**src/rtl/aforo_ctrl_pkg.sv**
```systemverilog
// ============================================================================
//  Module      : aforo_ctrl_pkg
//  Description : Shared definitions for the occupancy controller: source index
//                encoding (entry = 2i, exit = 2i+1) and default limits.
//  Revision    : 1.0
// ============================================================================
`default_nettype none

package aforo_ctrl_pkg;

    localparam int unsigned CAPACIDAD_DEF = 100;
    localparam int unsigned HIST_DEF      = 5;

    typedef enum logic [1:0] {
        EV_NINGUNO = 2'd0,
        EV_ENTRADA = 2'd1,
        EV_SALIDA  = 2'd2
    } evento_t;

    function automatic int unsigned src_entrada(input int unsigned puerta);
        return 2 * puerta;
    endfunction

    function automatic int unsigned src_salida(input int unsigned puerta);
        return 2 * puerta + 1;
    endfunction

endpackage

`default_nettype wire

```
**src/rtl/aforo_rr_arb.sv**
```systemverilog
// ============================================================================
//  Module      : aforo_rr_arb
//  Description : Combinational round-robin arbiter; searches upward from ptr
//                with wrap and grants the first pending request.
//  Revision    : 1.0
// ============================================================================
`default_nettype none

module aforo_rr_arb #(
    parameter  int N  = 4,
    localparam int IW = (N > 1) ? $clog2(N) : 1
) (
    input  logic [N-1:0]  req,
    input  logic [IW-1:0] ptr,
    output logic [N-1:0]  gnt,
    output logic [IW-1:0] gnt_idx,
    output logic          gnt_valid
);

    always_comb begin
        logic [IW-1:0] w_s;
        w_s       = '0;
        gnt       = '0;
        gnt_idx   = '0;
        gnt_valid = 1'b0;
        for (int k = 0; k < N; k++) begin
            w_s = IW'((int'(ptr) + k) % N);
            if (!gnt_valid && req[w_s]) begin
                gnt_valid  = 1'b1;
                gnt[w_s]   = 1'b1;
                gnt_idx    = w_s;
            end
        end
    end

endmodule

`default_nettype wire

```
**src/rtl/aforo_ctrl.sv**
```systemverilog
// ============================================================================
//  Module      : aforo_ctrl
//  Description : Buffers per-door entry/exit pulses, serves them round-robin
//                into a saturating occupancy counter with full/empty/alarm
//                status. AFORO_HIST_EN adds hysteresis to clearing lleno.
//  Revision    : 1.0
// ============================================================================
`default_nettype none

module aforo_ctrl
    import aforo_ctrl_pkg::*;
#(
    parameter int NUM_PUERTAS = 2,
    parameter int CNT_W       = 8,
    parameter int CAPACIDAD   = CAPACIDAD_DEF,
    parameter int HIST        = HIST_DEF
) (
    input  logic                   clk,
    input  logic                   rst,
    input  logic [NUM_PUERTAS-1:0] sumar,
    input  logic [NUM_PUERTAS-1:0] restar,
    output logic [CNT_W-1:0]       cuenta,
    output logic                   lleno,
    output logic                   vacio,
    output logic                   alarma,
    output logic                   perdido,
    output logic                   error_neg
);

    localparam int NS = 2 * NUM_PUERTAS;
    localparam int PW = $clog2(NS);

    // Exact lleno behaves as a hysteresis of one count.
`ifdef AFORO_HIST_EN
    localparam int C_HIST_EFF = HIST;
`else
    localparam int C_HIST_EFF = 1 + 0 * HIST;
`endif
    localparam int               C_CLR_INT = (CAPACIDAD > C_HIST_EFF) ? (CAPACIDAD - C_HIST_EFF) : 0;
    localparam logic [CNT_W-1:0] C_CAP     = CNT_W'(CAPACIDAD);
    localparam logic [CNT_W-1:0] C_CLR     = CNT_W'(C_CLR_INT);

    logic [NS-1:0]    w_src;
    logic [NS-1:0]    r_pend;
    logic [PW-1:0]    r_ptr;
    logic [NS-1:0]    w_gnt;
    logic [PW-1:0]    w_gnt_idx;
    logic             w_gnt_valid;
    evento_t          w_evento;
    logic [CNT_W-1:0] w_cuenta_next;
    logic             w_alarma_next;
    logic             w_errneg_set;
    logic             w_perdido_set;
    logic             w_lleno_next;
    logic [PW-1:0]    w_ptr_next;

    logic [CNT_W-1:0] r_cuenta;
    logic             r_lleno;
    logic             r_vacio;
    logic             r_alarma;
    logic             r_perdido;
    logic             r_error_neg;

    for (genvar i = 0; i < NUM_PUERTAS; i++) begin : g_src
        assign w_src[src_entrada(i)] = sumar[i];
        assign w_src[src_salida(i)]  = restar[i];
    end

    aforo_rr_arb #(
        .N (NS)
    ) u_arb (
        .req       (r_pend),
        .ptr       (r_ptr),
        .gnt       (w_gnt),
        .gnt_idx   (w_gnt_idx),
        .gnt_valid (w_gnt_valid)
    );

    // Odd source indices are exits.
    always_comb begin
        w_evento = EV_NINGUNO;
        if (w_gnt_valid) begin
            w_evento = w_gnt_idx[0] ? EV_SALIDA : EV_ENTRADA;
        end
    end

    always_comb begin
        w_cuenta_next = r_cuenta;
        w_alarma_next = 1'b0;
        w_errneg_set  = 1'b0;
        case (w_evento)
            EV_ENTRADA: begin
                if (r_cuenta < C_CAP) w_cuenta_next = r_cuenta + 1'b1;
                else                  w_alarma_next = 1'b1;
            end
            EV_SALIDA: begin
                if (r_cuenta != '0) w_cuenta_next = r_cuenta - 1'b1;
                else                w_errneg_set  = 1'b1;
            end
            default: ;
        endcase
    end

    always_comb begin
        w_lleno_next = r_lleno;
        if (w_cuenta_next == C_CAP)       w_lleno_next = 1'b1;
        else if (w_cuenta_next <= C_CLR)  w_lleno_next = 1'b0;
    end

    always_comb begin
        w_ptr_next = r_ptr;
        if (w_gnt_valid) begin
            w_ptr_next = (w_gnt_idx == PW'(NS - 1)) ? '0 : w_gnt_idx + 1'b1;
        end
    end

    // A pulse landing on a bit that stays pending is the only way to lose one.
    assign w_perdido_set = |(w_src & r_pend & ~w_gnt);

    always_ff @(posedge clk or posedge rst) begin
        if (rst) begin
            r_pend      <= '0;
            r_ptr       <= '0;
            r_cuenta    <= '0;
            r_lleno     <= 1'b0;
            r_vacio     <= 1'b1;
            r_alarma    <= 1'b0;
            r_perdido   <= 1'b0;
            r_error_neg <= 1'b0;
        end else begin
            r_pend      <= (r_pend & ~w_gnt) | w_src;
            r_ptr       <= w_ptr_next;
            r_cuenta    <= w_cuenta_next;
            r_lleno     <= w_lleno_next;
            r_vacio     <= (w_cuenta_next == '0);
            r_alarma    <= w_alarma_next;
            r_perdido   <= r_perdido | w_perdido_set;
            r_error_neg <= r_error_neg | w_errneg_set;
        end
    end

    assign cuenta    = r_cuenta;
    assign lleno     = r_lleno;
    assign vacio     = r_vacio;
    assign alarma    = r_alarma;
    assign perdido   = r_perdido;
    assign error_neg = r_error_neg;

endmodule

`default_nettype wire
```
**config.mk**
```make
export PLATFORM = sky130hd
export DESIGN_NAME = aforo_ctrl
export DESIGN_NICKNAME = d
export VERILOG_FILES = /design/src/rtl/aforo_ctrl_pkg.sv /design/src/rtl/aforo_rr_arb.sv /design/src/rtl/aforo_ctrl.sv
export SDC_FILE = /design/constraint.sdc
export NUM_CORES = 1
export LEC_CHECK = 0
export CAP_MARGIN = 5
export CORE_UTILIZATION = 47
export CTS_CLUSTER_SIZE = 40
export DETAILED_ROUTE_END_ITERATION = 7
export GPL_TIMING_DRIVEN = 0
export PLACE_DENSITY = 0.72
export SETUP_SLACK_MARGIN = 0.02
export SLEW_MARGIN = 20
export SYNTH_ARGS = -nofsm -noshare
export SYNTH_HDL_FRONTEND = slang
export SYNTH_HIERARCHICAL = 1
export SYNTH_SLANG_ARGS = --single-unit
```
**constraint.sdc**
```tcl
create_clock -name clk -period 3.61 [get_ports clk]
set_input_delay 0.722 -clock clk [delete_from_list [all_inputs] [get_ports clk]]
set_output_delay 0.722 -clock clk [all_outputs]
set_load 0.005 [all_outputs]
```
Yosys cells after proc, flatten, opt, wreduce, memory -nomap -nowiden
Index checks and enable logic that the tools add are counted.
{"block": "totals", "ram_bits": 0, "n_memories": 0, "romBits": 0, "elab_cells": 92, "regBits": 19, "latchBits": 0}
{"block": "op_classes", "n_lt_le_gt_ge": 10, "n_div": 0, "bitwise_logic": 10, "reduce_logical": 14, "eq_ne": 4, "mux": 40, "shifts": 0, "mul": 0, "addsub": 6}
{"op": "1-bit two-way mux", "n": 18}
{"op": "4-bit two-way mux", "n": 4}
{"op": "8-bit two-way mux", "n": 2}
{"op": "4-bit OR", "n": 4}
{"op": "8-bit case mux with 2 select lines", "n": 1}
{"op": "2-bit two-way mux", "n": 7}
{"op": "4-bit AND", "n": 3}
{"op": "2-bit by 3-bit < comparator with 1-bit output (second input constant)", "n": 4}
{"op": "8-bit by 1-bit adder with 8-bit output (second input constant)", "n": 1}
{"op": "1-bit binary-select mux with 2-bit select", "n": 4}
{"op": "1-bit demux with 2-bit select", "n": 4}
{"op": "8-bit by 7-bit == test with 1-bit output (second input constant)", "n": 1}
{"op": "2-bit by 1-bit >= comparator with 1-bit output (second input constant)", "n": 4}
{"op": "8-bit by 7-bit less-or-equal comparator with 1-bit output (second input constant)", "n": 1}
{"op": "8-bit logical NOT", "n": 1}
{"op": "8-bit by 7-bit < comparator with 1-bit output (second input constant)", "n": 1}
{"op": "8-bit nonzero test", "n": 1}
{"op": "8-bit by 1-bit subtractor with 8-bit output (second input constant)", "n": 1}
{"op": "1-bit logical AND", "n": 7}
{"op": "2-bit by 1-bit adder with 2-bit output (second input constant)", "n": 2}
{"op": "2-bit adder (second input constant)", "n": 2}
{"op": "2-bit == test (second input constant)", "n": 2}
{"op": "4-bit inverter", "n": 1}
{"op": "4-bit OR reduction", "n": 1}
{"op": "other kinds (4)", "n": 7}

Depth between registers and ports, before layout
Gate-level depths: netlist of run 1.
{"block": "depth", "depth_word": 19, "mapped_depth": 15}

By module
The synthesis of run 1 kept the hierarchy.
{"mod": "aforo_ctrl", "instances": 1, "area_per_inst_um2": 1171.1, "seq_area_each_um2": 476.7, "cells_each": 119}
{"mod": "aforo_rr_arb", "instances": 1, "area_per_inst_um2": 421.7, "seq_area_each_um2": 0.0, "cells_each": 45}

Least setup slack after synthesis of run 1
No wires, ideal clock.
{"block": "synth_path", "path_kind": "register -> register", "from": "reg r_ptr[0]", "to": "reg r_lleno, in the netlist lleno", "path_buffers": 3, "arrival_time_ps": 3227, "path_stages_with_launch": 16, "slack_ps": 291, "required_ps": 3518, "setup_ps": 92, "period_less_slack_ps": 3319, "path_cell_list": "dfrtp_1 -> buf_6 -> inv_1 -> ha_1 -> mux4_2 -> buf_6 -> and2b_2 -> o21ai_0 -> o31ai_1 -> clkbuf_2 -> nand2b_1 -> nor3_2 -> or4_4 -> a31oi_2 -> a21oi_1 -> o31ai_2"}
{"block": "synth_via", "elab_chain_len": 18, "word_cells_on_any_way": 34, "cone_classes": "3 x add/sub; 1 x order compare; 3 x eq/ne; 20 x mux; 7 x reduce/logical"}
{"element": "start: declaration", "line": "aforo_ctrl.sv:45", "source": "logic [PW-1:0] r_ptr;"}
{"element": "start signal: assignment", "line": "aforo_ctrl.sv:132", "source": "r_ptr <= w_ptr_next;"}
{"element": "branches (longest 11 deep; another with 2-bit by 1-bit adder with 2-bit output)"}
{"element": "2-bit two-way mux (*)", "line": "aforo_rr_arb.sv:28", "source": "if (!gnt_valid && req[w_s]) begin"}
{"element": "net w_gnt_idx[0]", "line": "aforo_ctrl.sv:47", "source": "logic [PW-1:0] w_gnt_idx;"}
{"element": "2-bit two-way mux (*)", "line": "aforo_ctrl.sv:83", "source": "w_evento = w_gnt_idx[0] ? EV_SALIDA : EV_ENTRADA;"}
{"element": "2-bit two-way mux (*)", "line": "aforo_ctrl.sv:82", "source": "if (w_gnt_valid) begin"}
{"element": "2-bit == test or 2-bit by 1-bit == test with 1-bit output (tied branches)", "line": "aforo_ctrl.sv:91", "source": "case (w_evento)"}
{"element": "8-bit case mux with 2 select lines (*)", "line": "aforo_ctrl.sv:91"}
{"element": "8-bit by 7-bit less-or-equal comparator with 1-bit output or 8-bit by 7-bit == test with 1-bit output (tied branches)", "line": "aforo_ctrl.sv:107, aforo_ctrl.sv:106"}
{"element": "2-bit nonzero test (no source line) or 1-bit two-way mux (tied branches)"}
{"element": "end signal: assignment", "line": "aforo_ctrl.sv:134", "source": "r_lleno <= w_lleno_next;"}
{"element": "end: declaration", "line": "aforo_ctrl.sv:58", "source": "logic r_lleno;"}
Mark *: on every way through the listed nets, which the timed path passes. The select of a mux whose other input is x is not followed.
A chain may end at the register's enable or synchronous reset.

Worst setup path after layout of run 1
{"block": "layout_path", "from": "reg r_ptr[0]", "to": "reg r_lleno, in the netlist lleno"}
{"block": "layout_via", "elab_chain_len": 18, "word_cells_on_any_way": 34, "cone_classes": "3 x add/sub; 1 x order compare; 3 x eq/ne; 20 x mux; 7 x reduce/logical"}
{"element": "branches (longest 11 deep; another with 2-bit by 1-bit adder with 2-bit output)"}
{"element": "2-bit two-way mux (*)", "line": "aforo_rr_arb.sv:28"}
{"element": "net w_gnt_idx[0]", "line": "aforo_ctrl.sv:47"}
{"element": "2-bit two-way mux (*)", "line": "aforo_ctrl.sv:83"}
{"element": "2-bit two-way mux (*)", "line": "aforo_ctrl.sv:82"}
{"element": "2-bit == test or 2-bit by 1-bit == test with 1-bit output (tied branches)", "line": "aforo_ctrl.sv:91"}
{"element": "8-bit case mux with 2 select lines (*)", "line": "aforo_ctrl.sv:91"}
{"element": "net w_cuenta_next[3]", "line": "aforo_ctrl.sv:50", "source": "logic [CNT_W-1:0] w_cuenta_next;"}
{"element": "8-bit by 7-bit less-or-equal comparator with 1-bit output or 8-bit by 7-bit == test with 1-bit output (tied branches)", "line": "aforo_ctrl.sv:107, aforo_ctrl.sv:106"}
{"element": "2-bit nonzero test (no source line) or 1-bit two-way mux (tied branches)"}
Marked as above.

==> results of run 1 <==
-- worst max path at each step --
stage	slack, ns	to	cells after the start	startpoint
finish	0.15	lleno	16	r_ptr[0]
floorplan	0.29	lleno	15	r_ptr[0]
detailed placement	-0.13	lleno	15	r_ptr[0]
global placement	-0.03	lleno	14	r_ptr[1]
CTS	0.04	lleno	15	r_ptr[0]
global route	0.03	lleno	16	r_ptr[0]
-- worst reg2reg max path, cell delays in order, from the launching register on --
cell and delay (ns):
dfrtp_2 0.43, buf_6 0.15, inv_1 0.12, ha_4 0.23, mux4_2 0.22, buf_6 0.14
and2b_2 0.26, o21ai_0 0.19, o31ai_2 0.12, buf_4 0.16, buf_4 0.15, nor2b_1 0.22
a41oi_1 0.19, a32oi_2 0.32, o21ba_2 0.22, a21oi_1 0.15, o31ai_2 0.08
-- layer usage --
metal	up-vias	track usage, %	routed length [µm]
li1	674	-	-
met1	717	27.3	1680
met2	45	44.0	2150
met3	11	2.81	141
met4	0	12.6	138
met5	-	0	0
-- registers in the layout, indices dropped and copies added, names as in the netlist --
| signal | cells |
|---|---|
| r_ptr | 2 |
| vacio | 1 |
| error_neg | 1 |
| perdido | 1 |
| cuenta | 8 |
| r_pend | 4 |
| alarma | 1 |
| lleno | 1 |
-- synth_stat cells (2+ instances only) --
| cell | instances |
|---|---|
| mux4_1 | 2 |
| o21ai_0 | 7 |
| nor4b_4 | 2 |
| nand2b_1 | 3 |
| and2_1 | 2 |
| mux4_2 | 2 |
| buf_6 | 3 |
| mux2_2 | 3 |
| a31oi_1 | 2 |
| a21o_1 | 5 |
| nand2_1 | 10 |
| nand4_1 | 3 |
| and3_1 | 2 |
| a21oi_1 | 3 |
| mux2i_1 | 3 |
| nor2b_1 | 5 |
| ha_1 | 9 |
| a32oi_1 | 3 |
| nor2_1 | 10 |
| inv_1 | 15 |
| a22oi_1 | 9 |
| dfrtp_1 | 18 |
| nand3_1 | 6 |
| a41oi_1 | 2 |
| nor3_1 | 2 |
-- kinds of logic after synthesis --
| logic type | after synthesis |
|---|---|
| AO/OA/AOI/OAI | 46 |
| XOR/XNOR | 1 |
| adder cells (fa/ha/maj) | 9 |
| buffers and inverters | 21 |
| flip-flops | 19 |
| multiplexers | 10 |
| AND/OR/NAND/NOR | 58 |
-- through the flow --
step           setup slack [ns]  hold slack [ns]  total power, mW
6_report                  0.146            0.485             2.04
5_1_grt                  0.0334            0.509             2.18
4_1_cts                  0.0380            0.488             1.91
3_5_place_dp             -0.126            0.456             1.74
3_3_place_gp            -0.0346            0.443             1.67
2_1_floorplan             0.291            0.451             1.37
-- area by class of cell --
type	count	area, µm²	area share [%]
flip-flops and latches	19	479	24.6
plain buffers	6	50.0	2.57
multi-input cells	124	1080	55.5
repair buffers	21	200	10.3
inverters	15	56.3	2.89
clock inverters	1	5.00	0.257
well taps	44	55.1	2.82
clock buffers	3	22.5	1.16
-- power by group --
| part | internal [mW] | switching (mW) | total [mW] |
|---|---|---|---|
| clock | 0.0416 | 0.0785 | 0.120 |
| sequential | 0.303 | 0.147 | 0.450 |
| combinational | 0.699 | 0.774 | 1.47 |
-- what timing repair did --
action	4_1_cts	5_1_grt
setup buffers	2	1
gates resized for setup	4	10
endpoints found under the hold margin	0	0
hold buffers	0	0
endpoints found under the setup margin	2	2
gates cloned	0	0
==> results.md, run 1 <==
* Filler Cells Inserted at 276
* Routed vias at 1447
* Max stage delay cell, worst path: dfrtp_2
* Element type at the critical path end: flip-flop
* Layout cells sized above 1 at 20.1%
* Total I/O pin count at 19
* CTS tree: built
* Worst setup path class: reg -> reg
* Mux contribution to synthesized area at 10.1%
* Reg clk slew, reported paths at 0.12 ns
* Post-synth ARST share at 100%
* Reg2reg end: lleno
* Syn nets at 179
* Initial core utilization at 50.9%
* Post-synth top area share at 28.3%
* First-pass GRT wire length at approximately 6.5 mm
* Antenna Cells at 0
* Synth cell types at 58
* Crit-path leading delay family: compound AO/OA/AOI/OAI gates
* Nets at 205
* Yosys warns at 6
* Residual DRC at 0
* Non-filler instance count after layout at roughly 230
* GP Congestion at 0.837
* Chip width at 60.2 µm
* Compound-Gate Fraction of Synth Area at 21.9%
* Critical path arrival at 3.68 ns
* H-tree depth at 1
* Most common cell after layout, fill and taps aside: clkdlybuf4s50_1
* Cell Area, Synth at 0.00159 mm²
* Post-Synth Adder-Cell Area at 7.07%
* Hold Path Depth at 1
* Tmin final at 3.46 ns
* Number of flops mapped to enable cells by yosys at 0
* Critical path's largest stage delay at around 0.43 ns
* Antenna violations before repair at 0
* 1st-iter DRT viols at 92
* Post-Synth XOR/XNOR Area at 0.550%
* Total Routing Usage GR at 24.2%
* Max Cap Viol at 0
* Die area at 0.00363 mm²
* Normalized max-slew margin at 48.3%
* Setup TNS at 0 ns
* Post-DP HPWL at between 2 and 3 mm
* Worst hold-check path type: reg -> reg
* WL final at approximately 4.1 mm
* Sink Count at 19
* Seq/Total Area, Yosys at between 20% and 30%
* Area growth syn-to-layout at 22.4%
* Leakage at 0.778 nW
* Vias in the first global route at ~1400
* DR vias/cell at 6.21
* Final period util at 96.0%
* Slew @ Worst Pin at about 0.78 ns
* Worst reg2reg path startpoint: r_ptr[0]
* CP Buf/Inv Count at 5
* Largest cells by area after synthesis: dfrtp_1 (28%), ha_1 (7.1%), a22oi_1 (4.2%), inv_1 (3.5%), mux4_1 (3.3%)
* Cell Rows at 20
* Root buffer cell: clkbuf_4
* Area post-placement at 0.00183 mm²
* Critical path peak fanout at 10
* Total CTS buffers at 3
* Commonest cells after routing, fill and taps aside: clkdlybuf4s50_1 (18), dfrtp_1 (16), inv_1 (15)
* Final Util at 62.3%
* Final ANT Viol Nets at 0
* Power Density at 1050 mW/mm²
* Status: finished clean
* Critical path required time at 3.82 ns
* Clock Tree Buf Depth at 2
* Main combinational cell family by area after synthesis: simple AND/OR/NAND/NOR gates
* Port Buffers at 18
* R2r worst-path depth at 16
* Worst Hold Launch: error_neg
* Syn Inst Count at about 160
* Hold Vio Cnt, Final at 0
* CP Cell Sequence: buf_6 > inv_1 > ha_4 > mux4_2 > buf_6 > and2b_2 > o21ai_0 > o31ai_2 > buf_4 > buf_4 > nor2b_1 > a41oi_1 > a32oi_2 > o21ba_2 > a21oi_1 > o31ai_2
* Simple-gate share of the synthesized area at between 20% and 30%
* Pre-antenna DRT Iters at 7
* Placed Cells at approximately 230
* Predominant post-synthesis flop cell: dfrtp_1
* Final Instance Area at 0.00195 mm²
* RSZ-0062 raised after global routing: false
* Reg2Reg Setup Slack at 0.15 ns
* Fmax at 0.289 GHz
* Final setup vio count at 0
* Hold Path Sink: error_neg
* Max VDD drop at 0.000573 V
* Largest net degree at the start of global routing at 20
* Clock skew at 0.00149 ns
* Worst-Skew Late Latency at 0.32 ns
* Final Max Tran Viols at 0
* Startpoint types: flip-flop
* Core area at between 0.003 and 0.004 mm²
* Syn Area/Cell at 9.71 µm²
* WL/cell at around 18 µm
* Cell taking the most area after synthesis: dfrtp_1
* Synth Register Bits at 19
* Die height at around 60 µm
* GRT Residual Overflow at 0
No activity file was read; power rests on OpenSTA's default activity.
==> inputs of run 2 (changes only) <==
- clock period: 3.61 -> 3.66 ns (I/O delays scaled with it)
==> run 2 against run 1 <==
  * Global-route usage unchanged
  * Hold slack lost 0.0018 ns
  * First-iteration DRC count down 1.1%
  * Total power down 4.3%
  * Wire length fell by 2.2%
  * Register-to-register slack gained 0.04 ns
  * Non-clock buffer count shrank 1
  * Critical endpoint unchanged
==> results.md, run 2 (synthesis gave the netlist of run 1 again) <==
* Int Pwr at 1.00 mW (was 1.04 mW)
* Routed length on met2 at 2.07 mm (was 2.15 mm)
* Max stage delay cell, worst path: dfrtp_2 (unchanged)
* Critical path arrival at 3.71 ns (was 3.68 ns)
* Sink Count at 19 (unchanged)
* 1st-iter DRT viols at 91 (was 92)
* Die height at 60.2 µm (unchanged)
* Total CTS buffers at 3 (unchanged)
* Critical path's largest stage delay at 0.50 ns (was 0.43 ns)
* Critical path peak fanout at 10 (unchanged)
* Element type at the critical path end: flip-flop (unchanged)
* Normalized max-slew margin at 49.4% (was 48.3%)
* Area post-placement at 0.00183 mm² (unchanged)
* Initial core utilization at 50.9% (unchanged)
* Chip width at 60.2 µm (unchanged)
* M1 WL at 1.68 mm (about the same)
* Leakage at 0.761 nW (was 0.778 nW)
* Worst setup path class: reg -> reg (unchanged)
* Die area at 0.00363 mm² (unchanged)
* Commonest cells after routing, fill and taps aside: clkdlybuf4s50_1 (18), dfrtp_1 (16), inv_1 (15) (unchanged)
* Sw Share at 48.9% (about the same)
* Top sig layer: met4 (unchanged)
* Max Cap Viol at 0 (unchanged)
* Final Instance Area at 0.00191 mm² (was 0.00195 mm²)
* Power Density at 1020 mW/mm² (was 1050 mW/mm²)
* GRT Residual Overflow at 0 (unchanged)
* Area growth syn-to-layout at 20.0% (was 22.4%)
* Pre-antenna DRT Iters at 4 (was 7)
* WL final at 4.02 mm (was 4.11 mm)
* CTS tree: built (unchanged)
* Port Buffers at 18 (unchanged)
* Max VDD drop at 0.000551 V (was 0.000573 V)
* Total I/O pin count at 19 (unchanged)
* GP Congestion at 0.837 (unchanged)
* Most common cell after layout, fill and taps aside: clkdlybuf4s50_1 (unchanged)
* Critical path required time at 3.90 ns (was 3.82 ns)
* Filler Cells Inserted at 280 (was 276)
* Reg clk slew, reported paths at 0.13 ns (was 0.12 ns)
* Storage element area at 479 µm² (unchanged)
* RSZ-0062 raised after global routing: false (unchanged)
* Worst hold-check path type: reg -> reg (unchanged)
* Fmax at 0.288 GHz (was 0.289 GHz)
* WL/cell at 17.3 µm (was 17.6 µm)
* First-pass GRT wire length at 6.48 mm (was 6.47 mm)
* Final ANT Viol Nets at 0 (unchanged)
* Power, Total at 1.96 mW (was 2.04 mW)
* Final Max Tran Viols at 0 (unchanged)
* Startpoint types: flip-flop (unchanged)
* Core area at 0.00313 mm² (unchanged)
* Hold Vio Cnt, Final at 0 (unchanged)
* CP Cell Sequence: inv_1 > ha_4 > mux4_2 > buf_6 > and2b_2 > o21ai_0 > o31ai_1 > buf_4 > nand2b_2 > nor3_4 > or4_4 > a31oi_2 > a21oi_1 > o31ai_2 (was buf_6 > inv_1 > ha_4 > mux4_2 > buf_6 > and2b_2 > o21ai_0 > o31ai_2 > buf_4 > buf_4 > nor2b_1 > a41oi_1 > a32oi_2 > o21ba_2 > a21oi_1 > o31ai_2)
* Cts hold-fix bufs at 0 (unchanged)
* Multi-input combinational cell area at 0.00105 mm² (was 0.00108 mm²)
* Root buffer cell: clkbuf_4 (unchanged)
* Status: finished clean (unchanged)
* Layout cells sized above 1 at 18.1% (was 20.1%)
* Clk pwr share at 6.1% (was 5.9%)
* H-tree depth at 1 (unchanged)
* Residual DRC at 0 (unchanged)
* Post-DP HPWL at 2.88 mm (unchanged)
* Placed Cells at 226 (unchanged)
* Clock skew at 0.00421 ns (was 0.00149 ns)
* Met3 WL at 141 µm (unchanged)
* Max FFs per register at 8 (unchanged)
* Final setup vio count at 0 (unchanged)
* Nets at 204 (was 205)
* Tmin final at 3.47 ns (was 3.46 ns)
* Seq pwr share at 23.1% (was 22.0%)
* Total Routing Usage GR at 24.2% (unchanged)
* Routed vias at 1446 (was 1447)
* P_sw at 956 µW (was 999 µW)
* Slew @ Worst Pin at 0.758 ns (was 0.775 ns)
* Clock Tree Buf Depth at 2 (unchanged)
* Worst-Skew Late Latency at 0.32 ns (about the same)
* Comb power frac at 70.9% (was 72.1%)
* Non-filler instance count after layout at 232 (was 233)
* Largest net degree at the start of global routing at 20 (unchanged)
* Vias in the first global route at 1409 (was 1408)
* DR vias/cell at 6.23 (was 6.21)
* Cell Rows at 20 (unchanged)
* Antenna violations before repair at 0 (unchanged)
* Antenna Cells at 0 (unchanged)
* Final period util at 94.9% (was 96.0%)
==> run 2: final timing paths <==
| check | endpoint | cells after the start | startpoint | slack [ns] |
|---|---|---|---|---|
| max in group asynchronous | r_ptr[1] | 2 | rst | 2.31 |
| max | lleno | 14 | r_ptr[1] | 0.19 |
| min | error_neg | 1 | error_neg | 0.48 |
| min reg2reg | error_neg | 1 | error_neg | 0.48 |
| min in group asynchronous | cuenta[4] | 2 | rst | 0.83 |
| max reg2reg | lleno | 14 | r_ptr[1] | 0.19 |
==> run 2: layout make-up <==
class	count	area share [%]
Multi-Input combinational cell	124	54.8
Sequential cell	19	25.1
Timing Repair Buffer	20	10.2
Inverter	15	2.95
Tap cell	44	2.88
Buffer	6	2.62
Clock buffer	3	1.18
Clock inverter	1	0.262
==> run 2: timing repair <==
item                       in CTS  in global routing
setup endpoints to repair       2                  2
setup buffers                   2                  0
gates resized for setup         3                  7
==> run 2: power by group through the flow <==
stage          combinational, mW  clock [mW]  sequential (mW)
3_5_place_dp                1.27           0            0.451
3_3_place_gp                1.21           0            0.441
5_1_grt                     1.50       0.128            0.463
4_1_cts                     1.31       0.121            0.443
6_report                    1.39       0.119            0.451
2_1_floorplan              0.938           0            0.416
==> run 2: metrics by stage <==
step	hold slack, ns	utilization, %	setup TNS, ns	setup WS, ns
2_1_floorplan	0.451	-	0	0.341
3_3_place_gp	0.443	58.4	0	0.0154
3_5_place_dp	0.456	58.4	-0.0761	-0.0761
4_1_cts	0.488	60.0	0	0.0610
5_1_grt	0.509	61.1	0	0.0189
6_report	0.483	61.1	0	0.187
==> run 2: metal layers <==
metal	GRT usage, %	vias to the layer above
met4	12.6	0
met2	44.0	48
li1	-	673
met3	2.81	11
met5	0	-
met1	27.3	714
==> run 2: critical path, delay by kind of cell (launching register included) <==
| kind | cells | cell delay, ns |
|---|---|---|
| AO/OA/AOI/OAI | 5 | 0.79 |
| adder cells (fa/ha/maj) | 1 | 0.31 |
| buffers and inverters | 3 | 0.50 |
| flip-flops | 1 | 0.50 |
| multiplexers | 1 | 0.29 |
| AND/OR/NAND/NOR | 4 | 1.00 |
==> inputs of run 3 (changes only) <==
- PLACE_DENSITY: 0.72 -> 0.75
- clock period: 3.66 -> 3.1 ns (I/O delays scaled with it)
==> run 3 against run 2 <==
  * The flow now finishes with violations (setup timing)
  * Non-clock buffer count rose by 18
  * Total power increased by 45%
  * Wire length is 12% higher
  * Utilization grew 8.0 points
  * Combinational power up 57%
  * Clock skew rose by 0.0011 ns
  * Design area up 13%
  * Sequential share of layout area decreased by 2.9 points
  * First-iteration DRC count rose by 81%
  * Critical endpoint unchanged
  * Largest cell class unchanged
  * Largest power group unchanged
  * Highest routed layer unchanged
==> results.md, run 3 (synthesis gave the netlist of run 1 again) <==
* Status: complete, but fails checks (was finished clean)
* Failing checks: setup timing
* Total Routing Usage GR at 26.3% (was 24.2%)
* Sink Count at 19 (unchanged)
* Power Density at 1320 mW/mm² (was 1020 mW/mm²)
* Final Max Tran Viols at 0 (unchanged)
* Worst Hold Launch: error_neg (unchanged)
* Nets at 222 (was 204)
* Largest net degree at the start of global routing at 20 (unchanged)
* Clock Tree Buf Depth at 2 (unchanged)
* Fmax at 0.317 GHz (was 0.288 GHz)
* Worst setup path class: reg -> reg (unchanged)
* Met2 Usage GRT at 47.1% (was 44.0%)
* Cts hold-fix bufs at 0 (unchanged)
* Core area at 0.00313 mm² (unchanged)
* Critical path launch point: r_ptr[1] (unchanged)
* Post-DP HPWL at 2.87 mm (was 2.88 mm)
* Port Buffers at 18 (unchanged)
* Root buffer cell: clkbuf_4 (unchanged)
* Crit-path leading delay family: compound AO/OA/AOI/OAI gates (was simple AND/OR/NAND/NOR gates)
* Chip width at 60.2 µm (unchanged)
* Routed vias at 1533 (was 1446)
* Normalized max-slew margin at 51.3% (was 49.4%)
* Final worst slack at -0.0581 ns (was 0.187 ns)
* Slew @ Worst Pin at 0.730 ns (was 0.758 ns)
* Critical path arrival at 3.35 ns (was 3.71 ns)
* Commonest cells after routing, fill and taps aside: buf_4 (19), clkdlybuf4s50_1 (18), dfrtp_1 (16) (was clkdlybuf4s50_1 (18), dfrtp_1 (16), inv_1 (15))
* Antenna violations before repair at 0 (unchanged)
* Antenna Cells at 0 (unchanged)
* Most common cell after layout, fill and taps aside: buf_4 (was clkdlybuf4s50_1)
* Critical path's largest stage delay at 0.61 ns (was 0.50 ns)
* Total CTS buffers at 3 (unchanged)
* Met3 Track Usage GR at 2.38% (was 2.81%)
* Worst reg2reg path startpoint: r_ptr[1] (unchanged)
* Reg clk slew, reported paths at 0.11 ns (was 0.13 ns)
* Leakage at 0.887 nW (was 0.761 nW)
* RSZ-0062 raised after global routing: true (was false)
* Final setup vio count at 1 (was 0)
* Total I/O pin count at 19 (unchanged)
* First-pass GRT wire length at 7.05 mm (was 6.48 mm)
* Element type at the critical path end: flip-flop (unchanged)
* CP Buf/Inv Count at 3 (unchanged)
* Max Cap Viol at 0 (unchanged)
* DR vias/cell at 6.13 (was 6.23)
* WL/cell at 17.9 µm (was 17.3 µm)
* GR peak layer: met2 (unchanged)
* M1 GR Usage at 31.0% (was 27.3%)
* Initial core utilization at 50.9% (unchanged)
* Die height at 60.2 µm (unchanged)
* CP Cell Sequence: buf_4 > mux4_2 > and2b_2 > o21ai_2 > o31ai_4 > buf_6 > buf_4 > nor4b_2 > a41o_1 > a32oi_2 > o21ba_4 > a21oi_2 > o31ai_2 (was inv_1 > ha_4 > mux4_2 > buf_6 > and2b_2 > o21ai_0 > o31ai_1 > buf_4 > nand2b_2 > nor3_4 > or4_4 > a31oi_2 > a21oi_1 > o31ai_2)
* H-tree depth at 1 (unchanged)
* Final ANT Viol Nets at 0 (unchanged)
* Pre-antenna DRT Iters at 4 (unchanged)
* Tmin final at 3.16 ns (was 3.47 ns)
* Max FFs per register at 8 (unchanged)
* Residual DRC at 0 (unchanged)
* 1st-iter DRT viols at 165 (was 91)
* Crit path top cell by count: buf_4
* Setup TNS at -0.0581 ns (was 0 ns)
* Max stage delay cell, worst path: mux4_2 (was dfrtp_2)
* Worst hold-check path type: reg -> reg (unchanged)
* Vias in the first global route at 1520 (was 1409)
* Hold Vio Cnt, Final at 0 (unchanged)
* Clock skew at 0.00529 ns (was 0.00421 ns)
* Final period util at 102% (was 94.9%)
* Max VDD drop at 0.000572 V (was 0.000551 V)
* Area growth syn-to-layout at 35.7% (was 20.0%)
* Startpoint types: flip-flop (unchanged)
* Critical path required time at 3.29 ns (was 3.90 ns)
* GP Congestion at 0.827 (was 0.837)
* Cell Rows at 20 (unchanged)
* Layout cells sized above 1 at 33.5% (was 18.1%)
* Die area at 0.00363 mm² (unchanged)
* Final hold slack at 0.484 ns (was 0.483 ns)
* CTS tree: built (unchanged)
* WL final at 4.48 mm (was 4.02 mm)
* Critical path peak fanout at 5 (was 10)
* GRT Residual Overflow at 0 (unchanged)
* Worst-Skew Late Latency at 0.30 ns (was 0.32 ns)
## run 3: cell type report
type	count	area (µm²)
multi-input cells	124	1140
fillers	245	967
flip-flops and latches	19	479
repair buffers	39	354
inverters	15	61.3
well taps	44	55.1
plain buffers	5	43.8
clock buffers	3	22.5
clock inverters	1	5.00
## run 3: path summary, 6_finish.rpt
check | to | slack [ns] | cells past startpoint
worst max register to register | lleno | -0.06 | 13
max in group asynchronous | r_ptr[0] | 1.87 | 2
worst min register to register | error_neg | 0.48 | 1
worst min-delay path | error_neg | 0.48 | 1
min in group asynchronous | r_pend[0] | 0.73 | 2
worst max-delay path | lleno | -0.06 | 13
## run 3: what timing repair did
item	CTS	global route
gates resized for setup	9	20
pin swaps	7	8
endpoints found under the setup margin	6	3
hold endpoints to repair	0	0
buffers inserted	18	3
## run 3: per-stage QoR
| stage | utilization [%] | cell area (µm²) | power [mW] | cells | worst slack, ns |
|---|---|---|---|---|---|
| after floorplan | - | 1640 | 1.69 | 164 | -0.0273 |
| after global placement | 60.1 | 1880 | 2.04 | 226 | -0.283 |
| after detailed placement | 60.1 | 1880 | 2.12 | 226 | -0.399 |
| after CTS | 67.0 | 2100 | 2.61 | 248 | -0.156 |
| after global routing | 69.1 | 2160 | 3.01 | 250 | -0.112 |
| final | 69.1 | 2160 | 2.84 | 250 | -0.0581 |
## run 3: per-layer routing
metal  share of wire [%]  vias up
li1                    -      708
met1                  38      737
met2                  54       74
met3                 4.6       14
met4                 2.7        0
met5                   0        -
## run 3: where the power goes
part           switching [mW]  total, mW  internal (mW)
Combinational            1.05       2.18           1.13
Clock                  0.0773      0.125         0.0481
Sequential              0.187      0.540          0.353
